File: config.mk
export PLATFORM = sky130hd
export DESIGN_NAME = select_encode_seq_flat
export DESIGN_NICKNAME = d
export VERILOG_FILES = /design/src/rtl/select_encode_seq_if.sv /design/src/rtl/select_encode_seq.sv /design/src/flat_wrapper.sv
export SDC_FILE = /design/constraint.sdc
export NUM_CORES = 1
export LEC_CHECK = 0
export BUFFER_PORTS_ARGS = -buffer_cell sky130_fd_sc_hd__buf_4
export CORE_UTILIZATION = 49
export CTS_CLUSTER_DIAMETER = 30
export DETAILED_ROUTE_END_ITERATION = 16
export PLACE_DENSITY = 0.8
export SKIP_CTS_REPAIR_TIMING = 1
export SKIP_LAST_GASP = 1
export SYNTH_ARGS = -nofsm -noshare
export SYNTH_HDL_FRONTEND = slang
export SYNTH_SLANG_ARGS = --single-unit
File: constraint.sdc
create_clock -name clock -period 3.3 [get_ports clock]
set_input_delay 0.495 -clock clock [delete_from_list [all_inputs] [get_ports clock]]
set_output_delay 0.495 -clock clock [all_outputs]
set_load 0.02 [all_outputs]
File: src/rtl/select_encode_seq_if.sv
// Bus bundle for select_encode_seq: IR load, sequence start, manual select
// controls and the decoded register enables. Optional base_zero under R0_ZERO_EN.
interface select_encode_seq_if #(
  parameter int NUM_REGS = 16,
  parameter int DATA_W   = 32
);
  logic                ir_load;
  logic [DATA_W-1:0]   instruction;
  logic                start;
  logic [1:0]          seq_mode;
  logic                Gra;
  logic                Grb;
  logic                Grc;
  logic                Rin;
  logic                Rout;
  logic                BAout;
  logic                busy;
  logic                done;
  logic [NUM_REGS-1:0] ctrl_in;
  logic [NUM_REGS-1:0] ctrl_out;
  logic [DATA_W-1:0]   Cdata;
`ifdef R0_ZERO_EN
  logic                base_zero;

  modport master (
    output ir_load, instruction, start, seq_mode,
    output Gra, Grb, Grc, Rin, Rout, BAout,
    input  busy, done, ctrl_in, ctrl_out, Cdata, base_zero
  );

  modport slave (
    input  ir_load, instruction, start, seq_mode,
    input  Gra, Grb, Grc, Rin, Rout, BAout,
    output busy, done, ctrl_in, ctrl_out, Cdata, base_zero
  );
`else
  modport master (
    output ir_load, instruction, start, seq_mode,
    output Gra, Grb, Grc, Rin, Rout, BAout,
    input  busy, done, ctrl_in, ctrl_out, Cdata
  );

  modport slave (
    input  ir_load, instruction, start, seq_mode,
    input  Gra, Grb, Grc, Rin, Rout, BAout,
    output busy, done, ctrl_in, ctrl_out, Cdata
  );
`endif
endinterface

File: src/rtl/select_encode_seq.sv
// Register select/encode sequencer: decodes Ra/Rb/Rc from an internal IR into
// one-hot read/write enables, manually or via ALU/LOAD/STORE sequences.
// Optional feature macro R0_ZERO_EN: base-address reads of R0 yield base_zero.
module select_encode_seq #(
  parameter int NUM_REGS = 16,
  parameter int DATA_W   = 32,
  parameter int IMM_W    = 19,
  parameter int RA_LSB   = 23,
  parameter int RB_LSB   = 19,
  parameter int RC_LSB   = 15
) (
  input  logic                 clock,
  input  logic                 clear,
  select_encode_seq_if.slave   bus
);

  localparam int RW = $clog2(NUM_REGS);

  typedef enum logic [2:0] {
    S_IDLE = 3'd0,
    S_SRC1 = 3'd1,
    S_SRC2 = 3'd2,
    S_DEST = 3'd3,
    S_DONE = 3'd4
  } state_t;

  typedef enum logic [1:0] {
    M_RSVD  = 2'b00,
    M_ALU   = 2'b01,
    M_LOAD  = 2'b10,
    M_STORE = 2'b11
  } mode_t;

  state_t              state, state_nxt;
  mode_t               mode, mode_nxt;
  logic [DATA_W-1:0]   ir;
  logic [DATA_W-1:0]   ir_eff;
  logic                ir_we;
  logic [RW-1:0]       ra, rb, rc;
  logic [RW-1:0]       man_idx;

  logic [NUM_REGS-1:0] ctrl_in_q, ctrl_out_q;
  logic [NUM_REGS-1:0] ctrl_in_nxt, ctrl_out_nxt;
  logic                base_zero_nxt;

  // Decode intent for the state being entered on the next edge.
  logic                wr_en, rd_en, rd_ba;
  logic [RW-1:0]       wr_idx, rd_idx;

  function automatic logic [NUM_REGS-1:0] onehot(input logic [RW-1:0] idx);
    logic [NUM_REGS-1:0] v;
    v      = '0;
    v[idx] = 1'b1;
    return v;
  endfunction

  // A load coinciding with start must steer the sequence from the new word,
  // so IDLE decisions see the incoming instruction rather than the stale IR.
  assign ir_we  = (state == S_IDLE) && bus.ir_load;
  assign ir_eff = ir_we ? bus.instruction : ir;

  assign ra = ir_eff[RA_LSB +: RW];
  assign rb = ir_eff[RB_LSB +: RW];
  assign rc = ir_eff[RC_LSB +: RW];

  assign man_idx = ({RW{bus.Gra}} & ra) | ({RW{bus.Grb}} & rb) | ({RW{bus.Grc}} & rc);

  // Only the register fields and the immediate are decoded from the IR.
  logic unused_ir_bits;
  assign unused_ir_bits = ^ir_eff;

  // NOTE: every always_comb output gets a default first so no path can infer a latch.
  always_comb begin
    state_nxt = state;
    mode_nxt  = mode;
    wr_en     = 1'b0;
    wr_idx    = '0;
    rd_en     = 1'b0;
    rd_idx    = '0;
    rd_ba     = 1'b0;

    unique case (state)
      S_IDLE: begin
        if (bus.start && (mode_t'(bus.seq_mode) != M_RSVD)) begin
          // start wins over manual controls on the same edge
          state_nxt = S_SRC1;
          mode_nxt  = mode_t'(bus.seq_mode);
          rd_en     = 1'b1;
          rd_idx    = rb;
          rd_ba     = (mode_t'(bus.seq_mode) != M_ALU);
        end else begin
          wr_en  = bus.Rin;
          wr_idx = man_idx;
          rd_en  = bus.Rout | bus.BAout;
          rd_idx = man_idx;
          rd_ba  = bus.BAout;
        end
      end

      S_SRC1: begin
        unique case (mode)
          M_ALU: begin
            state_nxt = S_SRC2;
            rd_en     = 1'b1;
            rd_idx    = rc;
          end
          M_LOAD: begin
            state_nxt = S_DEST;
            wr_en     = 1'b1;
            wr_idx    = ra;
          end
          M_STORE: begin
            state_nxt = S_SRC2;
            rd_en     = 1'b1;
            rd_idx    = ra;
          end
          default: state_nxt = S_IDLE;
        endcase
      end

      S_SRC2: begin
        if (mode == M_ALU) begin
          state_nxt = S_DEST;
          wr_en     = 1'b1;
          wr_idx    = ra;
        end else begin
          state_nxt = S_DONE;
        end
      end

      S_DEST:  state_nxt = S_DONE;
      S_DONE:  state_nxt = S_IDLE;
      default: state_nxt = S_IDLE;
    endcase
  end

  always_comb begin
    ctrl_in_nxt   = wr_en ? onehot(wr_idx) : '0;
    ctrl_out_nxt  = rd_en ? onehot(rd_idx) : '0;
    base_zero_nxt = 1'b0;
`ifdef R0_ZERO_EN
    if (rd_en && rd_ba && (rd_idx == '0)) begin
      ctrl_out_nxt  = '0;
      base_zero_nxt = 1'b1;
    end
`else
    base_zero_nxt = rd_ba & 1'b0;
`endif
  end

  // NOTE: sequential state uses non-blocking assignments so all registers
  // update together from pre-edge values.
  always_ff @(posedge clock) begin
    if (clear) begin
      state      <= S_IDLE;
      mode       <= M_RSVD;
      ir         <= '0;
      ctrl_in_q  <= '0;
      ctrl_out_q <= '0;
    end else begin
      state      <= state_nxt;
      mode       <= mode_nxt;
      ctrl_in_q  <= ctrl_in_nxt;
      ctrl_out_q <= ctrl_out_nxt;
      if (ir_we) begin
        ir <= bus.instruction;
      end
    end
  end

`ifdef R0_ZERO_EN
  logic base_zero_q;

  always_ff @(posedge clock) begin
    if (clear) begin
      base_zero_q <= 1'b0;
    end else begin
      base_zero_q <= base_zero_nxt;
    end
  end

  assign bus.base_zero = base_zero_q;
`else
  logic unused_base_zero;
  assign unused_base_zero = base_zero_nxt;
`endif

  assign bus.ctrl_in  = ctrl_in_q;
  assign bus.ctrl_out = ctrl_out_q;
  assign bus.busy     = (state != S_IDLE);
  assign bus.done     = (state == S_DONE);
  assign bus.Cdata    = {{(DATA_W-IMM_W){ir[IMM_W-1]}}, ir[IMM_W-1:0]};

endmodule

File: src/flat_wrapper.sv
// flat-port wrapper written by rule: the top's interface ports become plain ports
module select_encode_seq_flat 
#(
  parameter int NUM_REGS = 16,
  parameter int DATA_W   = 32,
  parameter int IMM_W    = 19,
  parameter int RA_LSB   = 23,
  parameter int RB_LSB   = 19,
  parameter int RC_LSB   = 15
)
  (clock, clear, bus_ir_load, bus_instruction, bus_start, bus_seq_mode, bus_Gra, bus_Grb, bus_Grc, bus_Rin, bus_Rout, bus_BAout, bus_busy, bus_done, bus_ctrl_in, bus_ctrl_out, bus_Cdata);
  select_encode_seq_if #(.NUM_REGS(NUM_REGS), .DATA_W(DATA_W)) bus_i ();
  input  logic clock;
  input  logic clear;
  input wire logic [$bits(bus_i.ir_load)-1:0] bus_ir_load;
  input wire logic [$bits(bus_i.instruction)-1:0] bus_instruction;
  input wire logic [$bits(bus_i.start)-1:0] bus_start;
  input wire logic [$bits(bus_i.seq_mode)-1:0] bus_seq_mode;
  input wire logic [$bits(bus_i.Gra)-1:0] bus_Gra;
  input wire logic [$bits(bus_i.Grb)-1:0] bus_Grb;
  input wire logic [$bits(bus_i.Grc)-1:0] bus_Grc;
  input wire logic [$bits(bus_i.Rin)-1:0] bus_Rin;
  input wire logic [$bits(bus_i.Rout)-1:0] bus_Rout;
  input wire logic [$bits(bus_i.BAout)-1:0] bus_BAout;
  output wire logic [$bits(bus_i.busy)-1:0] bus_busy;
  output wire logic [$bits(bus_i.done)-1:0] bus_done;
  output wire logic [$bits(bus_i.ctrl_in)-1:0] bus_ctrl_in;
  output wire logic [$bits(bus_i.ctrl_out)-1:0] bus_ctrl_out;
  output wire logic [$bits(bus_i.Cdata)-1:0] bus_Cdata;
  assign bus_i.ir_load = bus_ir_load;
  assign bus_i.instruction = bus_instruction;
  assign bus_i.start = bus_start;
  assign bus_i.seq_mode = bus_seq_mode;
  assign bus_i.Gra = bus_Gra;
  assign bus_i.Grb = bus_Grb;
  assign bus_i.Grc = bus_Grc;
  assign bus_i.Rin = bus_Rin;
  assign bus_i.Rout = bus_Rout;
  assign bus_i.BAout = bus_BAout;
  assign bus_busy = bus_i.busy;
  assign bus_done = bus_i.done;
  assign bus_ctrl_in = bus_i.ctrl_in;
  assign bus_ctrl_out = bus_i.ctrl_out;
  assign bus_Cdata = bus_i.Cdata;
  select_encode_seq #(.NUM_REGS(NUM_REGS), .DATA_W(DATA_W), .IMM_W(IMM_W), .RA_LSB(RA_LSB), .RB_LSB(RB_LSB), .RC_LSB(RC_LSB)) u_core (.clock(clock), .clear(clear), .bus(bus_i));
endmodule
-- Word level (Yosys, flattened, before mapping)
Index checks and enable logic that the tools add are counted.
W data, S select, Z words.
- bits in registers: 64
- bits of input ports: 44
- output and inout port bits: 66
- logic and storage cells: 60
- magnitude comparators: 4
- equality and inequality tests: 8
- multiplexer cells: 23
- bitwise gates (word level): 8
- reductions and logical operators: 11
- operators with widths (cell ; count):
    $mux W27 ; 1
    $mux W4 ; 4
    $pmux W4 S2 ; 2
    $and A4 B4 Y4 ; 3
    $pmux W3 S4 ; 1
    $pmux W4 S3 ; 1
    $lt A4 B5 Y1 const B ; 2
    $demux W1 S4 ; 2
    $ge A4 B1 Y1 const B ; 2
    $or A4 B4 Y4 ; 2
    $mux W1 ; 7
    $eq A3 B2 Y1 const B ; 2
    $mux W3 ; 2
    $reduce_or A2 Y1 ; 3
    $eq A2 B2 Y1 const B ; 2
    $logic_and A1 B1 Y1 ; 4
    $pmux W2 S2 ; 1
    $eq A3 B1 Y1 const B ; 1
    $eq A3 B3 Y1 const B ; 1
    $logic_not A3 Y1 ; 1
    $pmux W1 S3 ; 1
    $reduce_bool A3 Y1 ; 1
    $eq A2 B1 Y1 const B ; 1
    $ne A2 B2 Y1 const B ; 1
    other kinds (5) ; 6

-- Depth between registers and ports, before layout
Gate-level depths: netlist of the first run.
- depth in word-level cells: 12
- depth in mapped cells: 9
- depth with buffers taken out: 6

-- Least setup slack after synthesis of the first run
No wires, ideal clock.
- path type: reg2reg
- start point: register u_core.state[1]
- end point: register u_core.ctrl_in_q[0] (netlist: u_core.bus.ctrl_in[0])
- library setup time: 0.092 ns
- arrival time: 2.332 ns
- required time: 3.208 ns
- setup slack: 0.876 ns
- stages on the path, launching flop included: 8
- buffers on the path: 2
- period minus slack after synthesis: 2.424 ns
- cell sequence: dfxtp_1 buf_4 nor4b_4 buf_6 mux2_2 a221o_1 o41a_1 nor4_1
- longest elaborated chain between the ends: 12
- elaborated cells on any way between the ends: 22
- classes of those cells: 2 x order compare; 2 x eq/ne; 8 x mux; 6 x bitwise; 4 x reduce/logical
- RTL lines (what ; line ; source):
    start, declared ; select_encode_seq.sv:34 ; state_t state, state_nxt;
    start signal, assigned ; select_encode_seq.sv:161 ; state <= state_nxt;
    $logic_not A3 Y1 ; select_encode_seq.sv:59, select_encode_seq.sv:82 ;
    $logic_and A1 B1 Y1 ; select_encode_seq.sv:59 ; assign ir_we = (state == S_IDLE) && bus.ir_load;
    $mux W27 ; -- ;
    $and A4 B4 Y4 ; select_encode_seq.sv:66 ; assign man_idx = ({RW{bus.Gra}} & ra) | ({RW{bus.Grb}} & rb) | ({RW{bus.Grc}} & rc);
    $or A4 B4 Y4 (2 in series) ; select_encode_seq.sv:66 ;
    $mux W4 ; select_encode_seq.sv:84 ; if (bus.start && (mode_t'(bus.seq_mode) != M_RSVD)) begin
    $pmux W4 S3 ; select_encode_seq.sv:82 ; unique case (state)
    $lt A4 B5 Y1 (implied by the code) / $ge A4 B1 Y1 (equally long branches) ; select_encode_seq.sv:53 ; v[idx] = 1'b1;
    $logic_and A1 B1 Y1 (implied by the code) ; select_encode_seq.sv:53 ;
    $mux W1 (implied by the code) ; select_encode_seq.sv:53 ;
    $demux W1 S4 ; -- ;
    end signal, assigned ; select_encode_seq.sv:163 ; ctrl_in_q <= ctrl_in_nxt;
    end, declared ; select_encode_seq.sv:42 ; logic [NUM_REGS-1:0] ctrl_in_q, ctrl_out_q;
Parallel ways exist; a longest one is shown, timed or not.
A chain may end at the register's enable or synchronous reset.

-- Worst setup path in the final report of the first run
- start point: register u_core.state[0]
- end point: register u_core.ctrl_out_q[13] (netlist: u_core.bus.ctrl_out[13])
- longest elaborated chain between the ends: 12
- elaborated cells on any way between the ends: 20
- classes of those cells: 2 x order compare; 1 x eq/ne; 7 x mux; 6 x bitwise; 4 x reduce/logical
- RTL lines (what ; line ; source):
    $logic_not A3 Y1 ; select_encode_seq.sv:59, select_encode_seq.sv:82 ;
    $logic_and A1 B1 Y1 ; select_encode_seq.sv:59 ;
    $mux W27 ; -- ;
    $and A4 B4 Y4 ; select_encode_seq.sv:66 ;
    $or A4 B4 Y4 (2 in series) ; select_encode_seq.sv:66 ;
    $mux W4 ; select_encode_seq.sv:84 ;
    $pmux W4 S2 ; select_encode_seq.sv:82 ;
    $lt A4 B5 Y1 (implied by the code) / $ge A4 B1 Y1 (equally long branches) ; select_encode_seq.sv:53 ;
    $logic_and A1 B1 Y1 (implied by the code) ; select_encode_seq.sv:53 ;
    $mux W1 (implied by the code) ; select_encode_seq.sv:53 ;
    $demux W1 S4 ; -- ;
    end signal, assigned ; select_encode_seq.sv:164 ; ctrl_out_q <= ctrl_out_nxt;
    end, declared ; select_encode_seq.sv:42 ;
Parallel ways exist; a longest one is shown, timed or not.

==> run_results.csv, run 1 <==
group,metric,value,unit
routing,vias,2602,
critical_path,arrival,3.10,ns
sta,rsz0062_at_grt,"false",
place,numPortBuffers,104,
place,gp_congestion,0.826,
sta,slew_violations,0,
critical_path,critPathMaxFanout,14,
final_layout,drive_above_1_share,0.334,
critical_path,reg2regPathDepth,6,
final_layout,fillers,492,
clocking,clk_latency,0.34,ns
global_route,grt_usage,0.234,
critical_path,endpoint,"u_core.bus.ctrl_out[13]",
clocking,cts_tree,"done",
synth,synth_edf_count,0,
floorplanning,dieArea,0.00624,mm²
floorplanning,die_y,79.0,µm
sta,hold_viol_final,0,
synth,synth_cells,320,
synth,synth_cell_types,44,
clocking,cts_root_buf,"clkbuf_8",
critical_path,required,3.49,ns
place,dp.cells,449,
synth,ys_async_sr_fraction,0,
critical_path,path_class,"reg -> reg",
critical_path,startpoint_type,"flop",
clocking,clkSinkCount,64,
routing,wl,7110,µm
sta,tns,0,ns
sta,clock_skew,0.00384,ns
sta,finalCritPeriodShare,0.883,
routing,detail-route-antenna-nets,0,
critical_path,regToRegEndpoint,"u_core.bus.ctrl_out[13]",
final_layout,instances_no_fill,464,
routing,drc_errors,0,
clocking,clk_path_buf_depth,2,
sta,worstMarginPinSlew,0.733,ns
final_layout,diodes,0,
clocking,htree_levels,3,
synth,synth_fp_nets,364,
run,cap_viol_max_count,0,
global_route,grt_antenna_before_repair,0,
sta,setup_viol,0,
final_layout,area_growth_syn_to_layout,24.9,%
min_path,min_path_type,"in -> reg",
critical_path,r2r_slack,0.39,ns
floorplanning,start_util,0.518,
global_route,grt_pass1_wl,11200,µm
routing,dr.pass1.iters,4,
critical_path,rr_startpoint,"u_core.state[0]",
pwr,ir_drop,0.000271,V
sta,fmax,343,MHz
synth,ys_warn_count,0,
synth,synth-seq-area-share,0.441,
final_layout,fin_nets,432,
synth,ys_ff_latch,64,
global_route,gr-total-overflow,0,
clocking,cts_inserted_buffers,9,
place,place_hpwl,5150,µm
floorplanning,rows,27,
clocking,clk_pin_slew,0.07,ns
routing,wl_per_cell,15.3,µm
synth,synth_area,0.00290,mm²
sta,hold_slack,0.397,ns
sta,post-route-min-period,2.91,ns
pwr,p_leak,1.55,nW
sta,max_slew_margin,0.511,
synth,syn_area_per_cell,9.07,µm²
critical_path,startpoint,"u_core.state[0]",
global_route,grt_pass1_vias,2372,
floorplanning,core,0.00561,mm²
outcome,status,"completed",
pwr,cellPowerDensity,498,mW/mm²
floorplanning,ios,110,
critical_path,end_kind,"flop",
routing,avgViaCountPerCell,5.61,
floorplanning,die_w,79.0,µm
routing,first_iter_violations,232,
global_route,grt_max_degree,30,
synth,synth_ff_type,"dfxtp_1",
[synthesized netlist by cell type, types with 2 or more instances]
cell type,instances,area share
a22oi_1,2,0.0052
inv_1,3,0.0039
a221o_1,3,0.010
o22ai_1,4,0.0086
nand3_1,3,0.0052
a221oi_1,3,0.0091
o211ai_1,2,0.0052
o221ai_1,3,0.0091
nor3_1,10,0.017
mux2i_1,16,0.055
a22o_1,2,0.0060
nor2_1,15,0.019
or3b_1,2,0.0060
buf_4,33,0.085
a21oi_1,26,0.045
buf_1,2,0.0026
and2_1,5,0.011
nor4_1,26,0.056
clkbuf_1,12,0.016
dfxtp_1,64,0.44
o311ai_0,2,0.0060
mux2_2,7,0.027
o21ai_0,4,0.0069
nand2_1,50,0.065
nand4bb_1,2,0.0078
[registers in the layout, summed over array words and instances, names as in the netlist]
signal	count
u_core.bus.ctrl_out	16
u_core.state	3
u_core.ir	27
u_core.mode	2
u_core.bus.ctrl_in	16
[kinds of logic after synthesis]
group | after synthesis | synth area share
and+or+nand+nor | 120 | 0.212
DFF | 64 | 0.441
AOI/OAI and AO/OA | 59 | 0.135
buffers and inverters | 53 | 0.120
muxes | 24 | 0.0914
[metrics by stage]
stage | worst slack (ns) | utilization | instance area [µm²] | total power [mW]
finish | 0.385 | 0.646 | 3620 | 1.81
global route | 0.245 | 0.646 | 3620 | 1.88
CTS | 0.407 | 0.646 | 3620 | 1.81
detailed placement | 0.360 | 0.619 | 3470 | 1.27
global placement | 0.493 | 0.619 | 3470 | 1.26
floorplan | 0.876 | - | 2900 | 1.16
[cell usage in the layout (no fill, tap or decap), drive strengths merged, types with 2 or more instances in the layout]
cell type / instances
buf: 107
dfxtp: 64
nand2: 50
nor4: 26
a21oi: 26
mux2i: 16
nor2: 15
nor3: 11
clkbuf: 10
mux2: 7
and2: 5
clkinv: 5
o21ai: 5
o22ai: 4
inv: 3
a221oi: 3
a221o: 3
o221ai: 3
nand3: 3
o311ai: 2
or3b: 2
a22oi: 2
a22o: 2
nand4bb: 2
o211ai: 2
[area by class of cell]
cell class,count,area [µm²],area share
Sequential cell,64,1280,0.353
Multi-Input combinational cell,203,1270,0.351
Timing Repair Buffer,107,816,0.225
Clock buffer,10,128,0.0352
Tap cell,72,90.1,0.0249
Clock inverter,5,25.0,0.00690
Inverter,3,11.3,0.00311
[how the worst min path moves through the flow]
stage / startpoint / cells after the start / slack (ns) / endpoint
6_report: bus_instruction[6] / 3 / 0.40 / u_core.ir[6]
4_1_cts: bus_instruction[6] / 3 / 0.39 / u_core.ir[6]
3_3_place_gp: u_core.ir[14] / 2 / 0.44 / u_core.ir[14]
3_5_place_dp: u_core.ir[8] / 2 / 0.45 / u_core.ir[8]
2_1_floorplan: u_core.ir[0] / 2 / 0.44 / u_core.ir[0]
5_1_grt: bus_instruction[9] / 3 / 0.39 / u_core.ir[9]
[per-layer routing]
metal,share of wire,up-vias,global-route usage
li1,-,1264,-
met1,0.41,1204,0.289
met5,0,-,0
met2,0.49,118,0.378
met3,0.078,16,0.0632
met4,0.021,0,0.111
[worst max-delay path, stage by stage (launching register included)]
cell and delay [ns]:
dfxtp_1 0.46, nor4b_4 0.52, buf_12 0.22, mux2_2 0.37, a221o_1 0.42, a22oi_1 0.62
nor4_1 0.14
[report_power, final]
part	internal, mW	total [mW]	switching [mW]
Sequential	0.810	0.842	0.0314
Combinational	0.172	0.417	0.245
Clock	0.261	0.547	0.286
Total	1.24	1.81	0.562
Power figures use the tool's default switching activity.
==> inputs of run 2 (changes only) <==
==> constraint.sdc (replaced) <==
create_clock -name clock -period 3.3 [get_ports clock]
set_input_delay 0.66 -clock clock [delete_from_list [all_inputs] [get_ports clock]]
set_output_delay 0.66 -clock clock [all_outputs]
set_load 0.02 [all_outputs]
==> run_results.csv, run 2 (same netlist as run 1, synthesis figures left out) <==
group,metric,value,unit
outcome,status,"completed",
routing,dr.pass1.iters,5,
floorplanning,die_w,79.0,µm
pwr,design_power_total,1.85,mW
sta,fmax,365,MHz
sta,worstMarginPinSlew,0.632,ns
clocking,clk_path_buf_depth,2,
routing,drc_errors,0,
final_layout,drive_above_1_share,0.336,
critical_path,required,3.49,ns
sta,hold_viol_final,0,
final_layout,area_growth_syn_to_layout,25.8,%
run,cap_viol_max_count,0,
final_layout,largest_reg_flops,27,
critical_path,path_class,"reg -> reg",
routing,first_iter_violations,151,
clocking,clk_pin_slew,0.07,ns
global_route,grt_usage,0.230,
pwr,ir_drop,0.000287,V
clocking,cts_tree,"done",
sta,fin_ws,0.557,ns
sta,clock_skew,0.00698,ns
final_layout,final_common_cell,"buf_4",
sta,post-route-min-period,2.74,ns
critical_path,critPathMaxFanout,30,
global_route,grt_antenna_before_repair,0,
floorplanning,dieArea,0.00624,mm²
clocking,htree_levels,3,
final_layout,fin_nets,433,
pwr,cellPowerDensity,507,mW/mm²
final_layout,stdcell_area,0.00365,mm²
clocking,clk_latency,0.34,ns
global_route,grt_pass1_wl,11000,µm
global_route,grt_max_degree,31,
sta,slew_violations,0,
final_layout,utilization,0.651,
routing,wl_per_cell,15.1,µm
final_layout,regMostFlops,"u_core.ir",
clocking,cts_inserted_buffers,9,
final_layout,final_cell_mix,"buf_4 (107), dfxtp_1 (64), nand2_1 (50), nor4_1 (26), a21oi_1 (26)",
place,dpl_worst_slack,0.375,ns
floorplanning,die_y,79.0,µm
final_layout,diodes,0,
routing,avgViaCountPerCell,5.57,
place,numPortBuffers,104,
sta,setup_viol,0,
routing,detail-route-antenna-nets,0,
sta,tns,0,ns
min_path,min_path_type,"reg -> reg",
routing,vias,2590,
place,dpl-instance-area,0.00348,mm²
clocking,cts_root_buf,"clkbuf_8",
critical_path,arrival,2.93,ns
floorplanning,ios,110,
sta,finalCritPeriodShare,0.831,
sta,rsz0062_at_grt,"false",
global_route,grt_pass1_vias,2377,
place,gp_congestion,0.849,
sta,max_slew_margin,0.574,
critical_path,end_kind,"flop",
global_route,gr-total-overflow,0,
floorplanning,core,0.00561,mm²
floorplanning,rows,27,
routing,wl,7010,µm
floorplanning,start_util,0.518,
place,place_hpwl,5110,µm
critical_path,startpoint_type,"flop",
pwr,p_leak,1.55,nW
clocking,clkSinkCount,64,
[run 2: changes by cell type in the layout (fill, tap and decap cells not counted), sizes merged]
cell	before	now
clkinvlp	0	1
clkinv	5	2
clkbuf	10	12
buf	107	108
[run 2: final cells by class]
cell class	count	area [µm²]
Fill cell	479	1960
Sequential cell	64	1280
Multi-Input combinational cell	203	1270
Timing Repair Buffer	108	823
Clock buffer	12	155
Tap cell	72	90.1
Clock inverter	3	17.5
Inverter	3	11.3
[run 2: routing by layer]
metal  vias up  share of wire  GRT usage  routed length [µm]
met5         -              0          0                   0
met3        11          0.072     0.0632                 504
met4         0          0.016     0.0982                 111
met2       117           0.48      0.368                3390
met1      1201           0.43      0.289                3010
li1       1261              -          -                   -
[run 2: worst max-delay path, stage by stage (launching register included)]
cell     delay, ns
dfxtp_1       0.44
nor4b_4       0.38
buf_12        0.25
mux2_2        0.39
a221o_1       0.42
a22oi_1       0.56
nor4_1        0.13
[run 2: path summary, 6_finish.rpt]
path / startpoint / cells past startpoint / endpoint / slack (ns)
max: u_core.state[1] / 6 / u_core.bus.ctrl_out[6] / 0.56
min: u_core.ir[7] / 2 / u_core.ir[7] / 0.46
max reg2reg: u_core.state[1] / 6 / u_core.bus.ctrl_out[6] / 0.56
min reg2reg: u_core.ir[7] / 2 / u_core.ir[7] / 0.46
[run 2: through the flow]
stage,cells,hold WS (ns)
2_1_floorplan,320,0.437
3_3_place_gp,450,0.443
3_5_place_dp,450,0.450
4_1_cts,465,0.458
5_1_grt,465,0.472
6_report,465,0.455
[run 2: power breakdown]
part | leakage [nW] | switching [mW] | internal [mW]
clock network | 0.0882 | 0.285 | 0.307
registers | 0.521 | 0.0317 | 0.811
logic | 0.944 | 0.244 | 0.175
total | 1.55 | 0.561 | 1.29
==> inputs of run 3 (changes only) <==
--- a/config.mk
+++ b/config.mk
@@ -6,10 +6,10 @@
 export NUM_CORES = 1
 export LEC_CHECK = 0
 export BUFFER_PORTS_ARGS = -buffer_cell sky130_fd_sc_hd__buf_4
-export CORE_UTILIZATION = 49
+export CORE_UTILIZATION = 44
 export CTS_CLUSTER_DIAMETER = 30
 export DETAILED_ROUTE_END_ITERATION = 16
-export PLACE_DENSITY = 0.8
+export PLACE_DENSITY = 0.76
 export SKIP_CTS_REPAIR_TIMING = 1
 export SKIP_LAST_GASP = 1
 export SYNTH_ARGS = -nofsm -noshare
==> constraint.sdc (replaced) <==
create_clock -name clock -period 2.39 [get_ports clock]
set_input_delay 0.478 -clock clock [delete_from_list [all_inputs] [get_ports clock]]
set_output_delay 0.478 -clock clock [all_outputs]
set_load 0.02 [all_outputs]
==> run_results.csv, run 3 (same netlist as run 1, synthesis figures left out) <==
group,metric,value,unit
pwr,cellPowerDensity,728,mW/mm²
critical_path,r2r_slack,0.04,ns
critical_path,startpoint_type,"flop",
global_route,grtUsageMet3,0.0467,
clocking,clk_latency,0.33,ns
global_route,grt_max_degree,30,
floorplanning,ios,110,
critical_path,arrival,2.57,ns
clocking,cts_inserted_buffers,9,
global_route,grt_antenna_before_repair,0,
critical_path,required,2.62,ns
routing,first_iter_violations,329,
critical_path,critPathMaxFanout,16,
global_route,grt_pass1_wl,12100,µm
clocking,htree_levels,3,
floorplanning,dieArea,0.00693,mm²
sta,post-route-min-period,2.35,ns
critical_path,path_class,"reg -> reg",
pwr,ir_drop,0.000586,V
place,numPortBuffers,104,
clocking,clkSinkCount,64,
clocking,cts_tree,"done",
clocking,clk_path_buf_depth,2,
global_route,grt_pass1_vias,2470,
final_layout,diodes,0,
pwr,p_leak,1.74,nW
place,place_hpwl,5490,µm
sta,rsz0062_at_grt,"true",
global_route,use_met2,0.355,
clocking,clk_pin_slew,0.07,ns
sta,hold_slack,0.392,ns
min_path,hold-path-cell-count,3,
final_layout,fin_nets,461,
sta,clock_skew,0.00558,ns
final_layout,area_growth_syn_to_layout,39.1,%
floorplanning,rows,29,
clocking,cts_root_buf,"clkbuf_8",
critical_path,regToRegEndpoint,"u_core.bus.ctrl_in[8]",
floorplanning,die_y,83.2,µm
global_route,gr-total-overflow,0,
global_route,busiest_layer,"met2",
routing,vias,2720,
final_layout,largest_reg_flops,27,
sta,slew_violations,0,
routing,detail-route-antenna-nets,0,
outcome,status,"completed",
final_layout,final_cell_mix,"buf_4 (135), dfxtp_1 (64), nand2_1 (50), a21oi_1 (26), nor4_1 (16)",
final_layout,final_common_cell,"buf_4",
run,cap_viol_max_count,0,
place,gp_congestion,0.960,
routing,avgViaCountPerCell,5.45,
sta,hold_viol_final,0,
critical_path,rr_startpoint,"u_core.state[2]",
routing,drc_errors,0,
critical_path,reg2regPathDepth,6,
final_layout,regMostFlops,"u_core.ir",
routing,wl_per_cell,15.4,µm
pwr,design_power_total,2.94,mW
floorplanning,core,0.00635,mm²
final_layout,stdcell_area,0.00404,mm²
routing,dr.pass1.iters,5,
sta,max_slew_margin,0.635,
global_route,gr-usage-met1,0.282,
floorplanning,start_util,0.457,
sta,setup_viol,0,
routing,wl,7660,µm
sta,fmax,426,MHz
place,dpl-instance-area,0.00367,mm²
floorplanning,die_w,83.2,µm
sta,finalCritPeriodShare,0.982,
min_path,hp-start,"bus_instruction[0]",
min_path,min_path_type,"in -> reg",
sta,worstMarginPinSlew,0.543,ns
final_layout,drive_above_1_share,0.419,
min_path,whs_endpoint,"u_core.ir[0]",
global_route,grt_usage,0.219,
critical_path,end_kind,"flop",
[run 3: cell types whose count changed in the layout (fill, tap and decap cells not counted), moves of 2 or more]
cell / delta
a22o_1: -2
a22o_4: +2
buf_4: +28
bufinv_16: +2
clkinv_2: -2
mux2i_1: -2
mux2i_2: +2
nor4_1: -10
nor4_2: +9
[run 3: cell type report]
cell class,count,area [µm²]
Timing Repair Buffer,136,1030
Clock inverter,2,60.1
Multi-Input combinational cell,203,1380
Inverter,3,11.3
Fill cell,530,2310
Clock buffer,14,173
Sequential cell,64,1280
Tap cell,77,96.3
[run 3: power by group]
group	switching (mW)	internal, mW	leakage, nW
logic	0.391	0.317	1.10
registers	0.0371	1.12	0.521
clock network	0.400	0.675	0.117
[run 3: routing by layer]
layer	vias to the layer above	routed length, µm
met3	11	568
met4	0	139
met5	-	0
met1	1280	3330
li1	1318	-
met2	111	3630
[run 3: how the worst max path moves through the flow]
stage | slack (ns) | startpoint | end | cells after the start
floorplan | 0.07 | u_core.state[1] | u_core.bus.ctrl_out[14] | 7
global placement | -0.1 | bus_ir_load | u_core.bus.ctrl_out[1] | 7
detailed placement | -0.27 | bus_ir_load | u_core.bus.ctrl_out[5] | 7
CTS | -0.16 | u_core.state[2] | u_core.bus.ctrl_out[5] | 6
global route | -0.02 | u_core.state[2] | u_core.bus.ctrl_in[8] | 6
finish | 0.04 | u_core.state[2] | u_core.bus.ctrl_in[8] | 6
[run 3: worst max-delay path, stage by stage (launching register included)]
cell and delay [ns]:
dfxtp_1 0.34, nor4b_4 0.32, buf_12 0.19, mux2_2 0.37
a221o_1 0.37, o41a_1 0.45, nor4_1 0.20
[run 3: through the flow]
stage / util / std cells / worst slack [ns] / setup TNS, ns
2_1_floorplan: - / 320 / 0.0691 / 0
3_3_place_gp: 0.577 / 479 / -0.0973 / -1.43
3_5_place_dp: 0.577 / 479 / -0.275 / -2.52
4_1_cts: 0.614 / 495 / -0.158 / -0.237
5_1_grt: 0.636 / 499 / -0.0204 / -0.111
6_report: 0.636 / 499 / 0.0428 / 0
